--- src/rtl/fifo_rd_stream.sv ---
// fifo_rd_stream: drains an async FIFO read port into a valid/ready stream
// through a 2-entry skid buffer, counting delivered words.
module fifo_rd_stream #(
  parameter int DSIZE = 8,
  parameter int CNTW  = 16
) (
  input  logic             rclk,
  input  logic             rrst_n,
  input  logic [DSIZE-1:0] rdata,
  input  logic             rempty,
  output logic             rinc,
  input  logic             rd_en,
  input  logic             flush,
  output logic [DSIZE-1:0] m_data,
  output logic             m_valid,
  input  logic             m_ready,
  output logic [1:0]       occ,
  output logic [CNTW-1:0]  wcount
);
  logic [1:0]       occ_q, occ_d;
  logic [DSIZE-1:0] s0_q, s0_d, s1_q, s1_d;
  logic [CNTW-1:0]  wc_q, wc_d;
  logic             rdy_q, rdy_d;
  logic             pop, xfer;
  // rdy_q holds off popping until the first edge after reset release
  always_comb begin
    rdy_d = 1'b1;
    pop   = rdy_q & rd_en & ~rempty & ~flush & ~occ_q[1];
    xfer  = (occ_q != 2'd0) & m_ready & ~flush;
    occ_d = flush ? 2'd0 : occ_q + {1'b0, pop} - {1'b0, xfer};
    s0_d  = xfer ? (occ_q[1] ? s1_q : pop ? rdata : s0_q)
                 : (pop && occ_q == 2'd0) ? rdata : s0_q;
    s1_d  = (pop && !xfer && occ_q == 2'd1) ? rdata : s1_q;
    wc_d  = wc_q + CNTW'(xfer);
  end
  always_ff @(posedge rclk or negedge rrst_n) begin
    if (!rrst_n) begin
      occ_q <= '0;
      s0_q  <= '0;
      s1_q  <= '0;
      wc_q  <= '0;
      rdy_q <= 1'b0;
    end else begin
      occ_q <= occ_d;
      s0_q  <= s0_d;
      s1_q  <= s1_d;
      wc_q  <= wc_d;
      rdy_q <= rdy_d;
    end
  end
  assign rinc    = pop;
  assign m_valid = occ_q != 2'd0;
  assign m_data  = s0_q;
  assign occ     = occ_q;
  assign wcount  = wc_q;
endmodule

--- config.mk ---
export PLATFORM = sky130hd
export DESIGN_NAME = fifo_rd_stream
export DESIGN_NICKNAME = d
export VERILOG_FILES = /design/src/rtl/fifo_rd_stream.sv
export SDC_FILE = /design/constraint.sdc
export NUM_CORES = 1
export LEC_CHECK = 0
export CORE_UTILIZATION = 43
export DETAILED_ROUTE_END_ITERATION = 7
export PLACE_DENSITY = 0.83
export SETUP_SLACK_MARGIN = 0.02
export SYNTH_ARGS = -nofsm -noshare
export SYNTH_HDL_FRONTEND = slang
export SYNTH_SLANG_ARGS = --single-unit
--- constraint.sdc ---
create_clock -name rclk -period 1.89 [get_ports rclk]
set_input_delay 0.4725 -clock rclk [delete_from_list [all_inputs] [get_ports rclk]]
set_output_delay 0.4725 -clock rclk [all_outputs]
set_load 0.1 [all_outputs]
# Yosys cells after proc, flatten, opt, wreduce, memory -nomap -nowiden
# Cells that the tools add are included.
# op_classes
addsub,3
eq_ne,2
muxes,5
n_bitwise,9
n_reduce_logical,8
# op_table
op,n
$mux 8,4
$add 16x1->16,1
$and 1x1->1,6
$reduce_bool 2->1,2
$logic_and 1x1->1,3
$ne 3x3->1 const B,1
$not 1->1,3
$add 2x1->2,1
$eq 2x1->1 const B,1
$logic_not 2->1,1
$mux 2,1
$reduce_and 2->1,1
$sub 2x1->2,1
$logic_not 1->1,1
# totals
ff_bits,35
word_cells,32

# Depth between registers and ports, before layout
# depth
word_depth,7
depth_mapped,7

# Worst setup path before layout
# Ideal clock, no wire load.
# synth_timing
path_type,reg-to-reg
start,reg occ_q[1] (netlist: occ[1])
end,reg wc_q[14] (netlist: wcount[14])
arrival_time_ps,2516
required_time_ps,1732
path_slack_ps,-784
path_stages_with_launch,8
n_path_buf,0
cell_sequence,dfrtp_1 -> nor2_1 -> nor3b_2 -> ha_1 -> nand2_1 -> nor4_1 -> nand3_1 -> xnor2_1
# synth_via
elab_chain_len,4
# synth_rtl
item,line,rtl
"start, declared",20,"logic [1:0] occ_q, occ_d;"
"start signal, assigned",38,occ_q <= '0;
"start signal, assigned",44,occ_q <= occ_d;
$reduce_bool 2->1,29,xfer = (occ_q != 2'd0) & m_ready & ~flush;
$and 1x1->1 (2 in series),29,
$add 16x1->16,34,wc_d = wc_q + CNTW'(xfer);
named net wc_d[14],22,"logic [CNTW-1:0] wc_q, wc_d;"
"end signal, assigned",47,wc_q <= wc_d;
"end, declared",22,
# The timed path passes the listed nets, and every way through them passes these cells.
# A chain may end at the register's enable or synchronous reset.

# Final worst setup path
# layout_timing
start,in rempty
end,out rinc
# layout_via
elab_chain_len,4
# layout_rtl
item,line,rtl
"start, declared",10,"input logic rempty,"
$not 1->1,28,pop = rdy_q & rd_en & ~rempty & ~flush & ~occ_q[1];
$and 1x1->1 (3 in series),28,
"end, declared",11,"output logic rinc,"
# Every way passes these cells.

==> qor.yml <==
clock_tree:
  htreeDepth: 2
  cts_buffers: 5
  cts.clk_slew.worst_paths_ns: 0.07
  cts_buffer_depth: 2
  clock_latency_ns: 0.29
  cts_root_buffer: "clkbuf_8"
  cts_hold_buf: 0
  cts_sinks: 35
  cts_tree: "done"
logic_synthesis:
  netlist_top_cells_count: "dfrtp_1 (35), nand2_1 (14), xnor2_1 (11), o21ai_0 (9)"
  async_flop_share_pct: 100
  synth_area_um2: 1580
  yosys_most_used_dff: "dfrtp_1"
  synth_top_area_share_pct: 55.3
  syn_nets: 147
  synthTopCellsByArea: "dfrtp_1 (55%), mux2_4 (7.6%), xnor2_1 (6.1%), mux2i_1 (5.1%), nand2_1 (3.3%)"
  synth.most_common_cell: "dfrtp_1"
  synth.avg_cell_area_um2: 12.2
  ys_warn_count: 0
  synth-edff-count: 0
  synth-seq-area-share_pct: 55.3
  post-synth-top-area-cell: "dfrtp_1"
  synth_cell_types: 27
  synth_seq_cells: 35
  postSynthCellCount: 130
critical_path:
  cp_slowest_stage_delay_ns: 0.29
  critical_path_class: "in2out"
  path_max_fanout: 2
  crit_path_top_delay_cell: "and4bb_1"
  crit_path_start_kind: "primary input"
  ff2ff_setup_slack_ns: 0.12
  worstPathArrival_ns: 1.36
  crit_chain: "dlygate4sd2_1, and4bb_1, and2b_4, buf_12"
  path_delay_family: "simple AND/OR/NAND/NOR gates"
  path_buf_inv: 2
  worstPathRequired_ns: 1.42
  endpoint_kind: "output port"
placement:
  gp_congestion: 0.825
  post-place-ws_ns: -0.325
  place_inst: 224
  port_buffers: 41
  place_hpwl_um: 2530
sta:
  fin_worst_skew_ns: 0.00339
  hold_viol: 0
  slew_viol_final: 0
  rsz0062_at_grt: "yes"
  setup_viol: 0
  fmax_mhz: 547
  worst_slack_ns: 0.0607
  fin_crit_sh_pct: 96.8
  fin_crit_ns: 1.83
layout:
  final_util_pct: 74.2
  fillCellCount: 231
  area_delta_synth_final_pct: 61.2
  drive_gt1_share_pct: 37.4
  num_antenna_cells: 0
  fin_cells: 236
  final_nets: 206
floorplanning:
  die_w_um: 62.7
  dieArea_um2: 3930
  num_rows: 21
  io_pins: 42
  die_h_um: 62.7
  coreArea_um2: 3440
  initial_core_util_pct: 46.0
grt:
  grt-ovfl-total: 0
  grt_pass1_wl_um: 5840
  grt.total_usage_pct: 19.9
  grt_max_degree: 36
  grt_pass1_vias: 1238
  antenna_found_initial: 0
route:
  drc: 0
  first_iter_violations: 53
  vias: 1199
  avgRoutedWirePerCell_um: 14.6
  dr.pass1.iters: 4
  ant_nets: 0
  vias_per_cell: 5.08
  routed_wl_um: 3440
power:
  power.density_nw_per_um2: 883
  ir_worst_vdd_mv: 0.550
  leakage_nw: 1.26
run:
  maxCapViolCount: 0
status:
  status: "completed"
min_path:
  holdCritPathClass: "in2reg"
-- report_power, final --
part,total (mW),internal [mW],switching (mW)
clock network,0.519,0.258,0.261
registers,0.908,0.823,0.0845
logic,0.829,0.301,0.528
total,2.26,1.38,0.874
-- worst paths after layout --
check | start | depth (start not counted) | to
hold reg to reg | s1_q[0] | 1 | s1_q[0]
setup / recovery | rempty | 4 | rinc
hold / removal | flush | 2 | occ[1]
setup reg to reg | occ[0] | 7 | wcount[14]
max in group asynchronous | rrst_n | 2 | occ[0]
min in group asynchronous | rrst_n | 2 | occ[1]
-- layout make-up --
type	instances	area (um2)	area share [%]
Clock buffer	7	76.3	2.99
Clock inverter	1	5.00	0.196
Inverter	4	15.0	0.588
Multi-Input combinational cell	90	716	28.0
Sequential cell	35	891	34.9
Tap cell	46	57.6	2.25
Timing Repair Buffer	53	793	31.1
-- stage by stage --
step           hold WS (ns)  total power, mW  setup TNS [ns]  area (um2)
2_1_floorplan         0.177             1.38          -0.159        1610
4_1_cts               0.489             2.27               0        2520
5_1_grt               0.516             2.34               0        2550
3_3_place_gp          0.490             1.74           -3.04        2430
6_report              0.503             2.26               0        2550
3_5_place_dp          0.492             1.76           -4.33        2430
-- cells in the final DEF (no fill, tap or decap), types with 2 or more instances in the layout --
cell              n
buf_12           29
nand3_1           6
clkbuf_8          5
o21ai_0           9
nor2_1            4
dfrtp_1          27
nand2_1          14
dfrtp_2           6
ha_1              2
mux2i_1           8
mux2_4            8
dlygate4sd2_1     2
dfrtp_4           2
clkdlybuf4s50_1   9
xnor2_1          11
clkbuf_1          2
buf_4            11
and2b_1           2
xor2_1            4
inv_1             4
nand4_1           5
and3_1            2
-- what timing repair did --
item / in CTS / in global routing
buffers inserted: 2 / 2
gates cloned: 0 / 0
endpoints found under the setup margin: 3 / 5
pin swaps: 1 / 5
gates resized for setup: 4 / 3
-- cell families (layout without fill, tap and decap cells) --
logic type                 count (synthesis)  in the layout  synth area share, %
muxes                                     16             16                 12.6
adders and majority gates                  3              3                 2.37
xor gates and xnor gates                  15             15                 8.29
DFF                                       35             35                 55.3
and+or+nand+nor                           44             44                 16.0
AOI/OAI and AO/OA                         11             11                 3.95
buffers and inverters                      5             65                 1.26
other                                      1              1                0.237
-- routing by layer --
layer / track usage [%] / vias up / part of all wire [%]
li1: - / 559 / -
met1: 23.2 / 603 / 42
met2: 32.6 / 31 / 51
met3: 7.12 / 6 / 4.6
met4: 9.30 / 0 / 2.0
met5: 0 / - / 0
-- registers in the layout (all words and copies together), names as in the netlist --
register	cells
s1_q	8
wcount	16
rdy_q	1
m_data	8
occ	2
(Power assumes the default switching activity.)
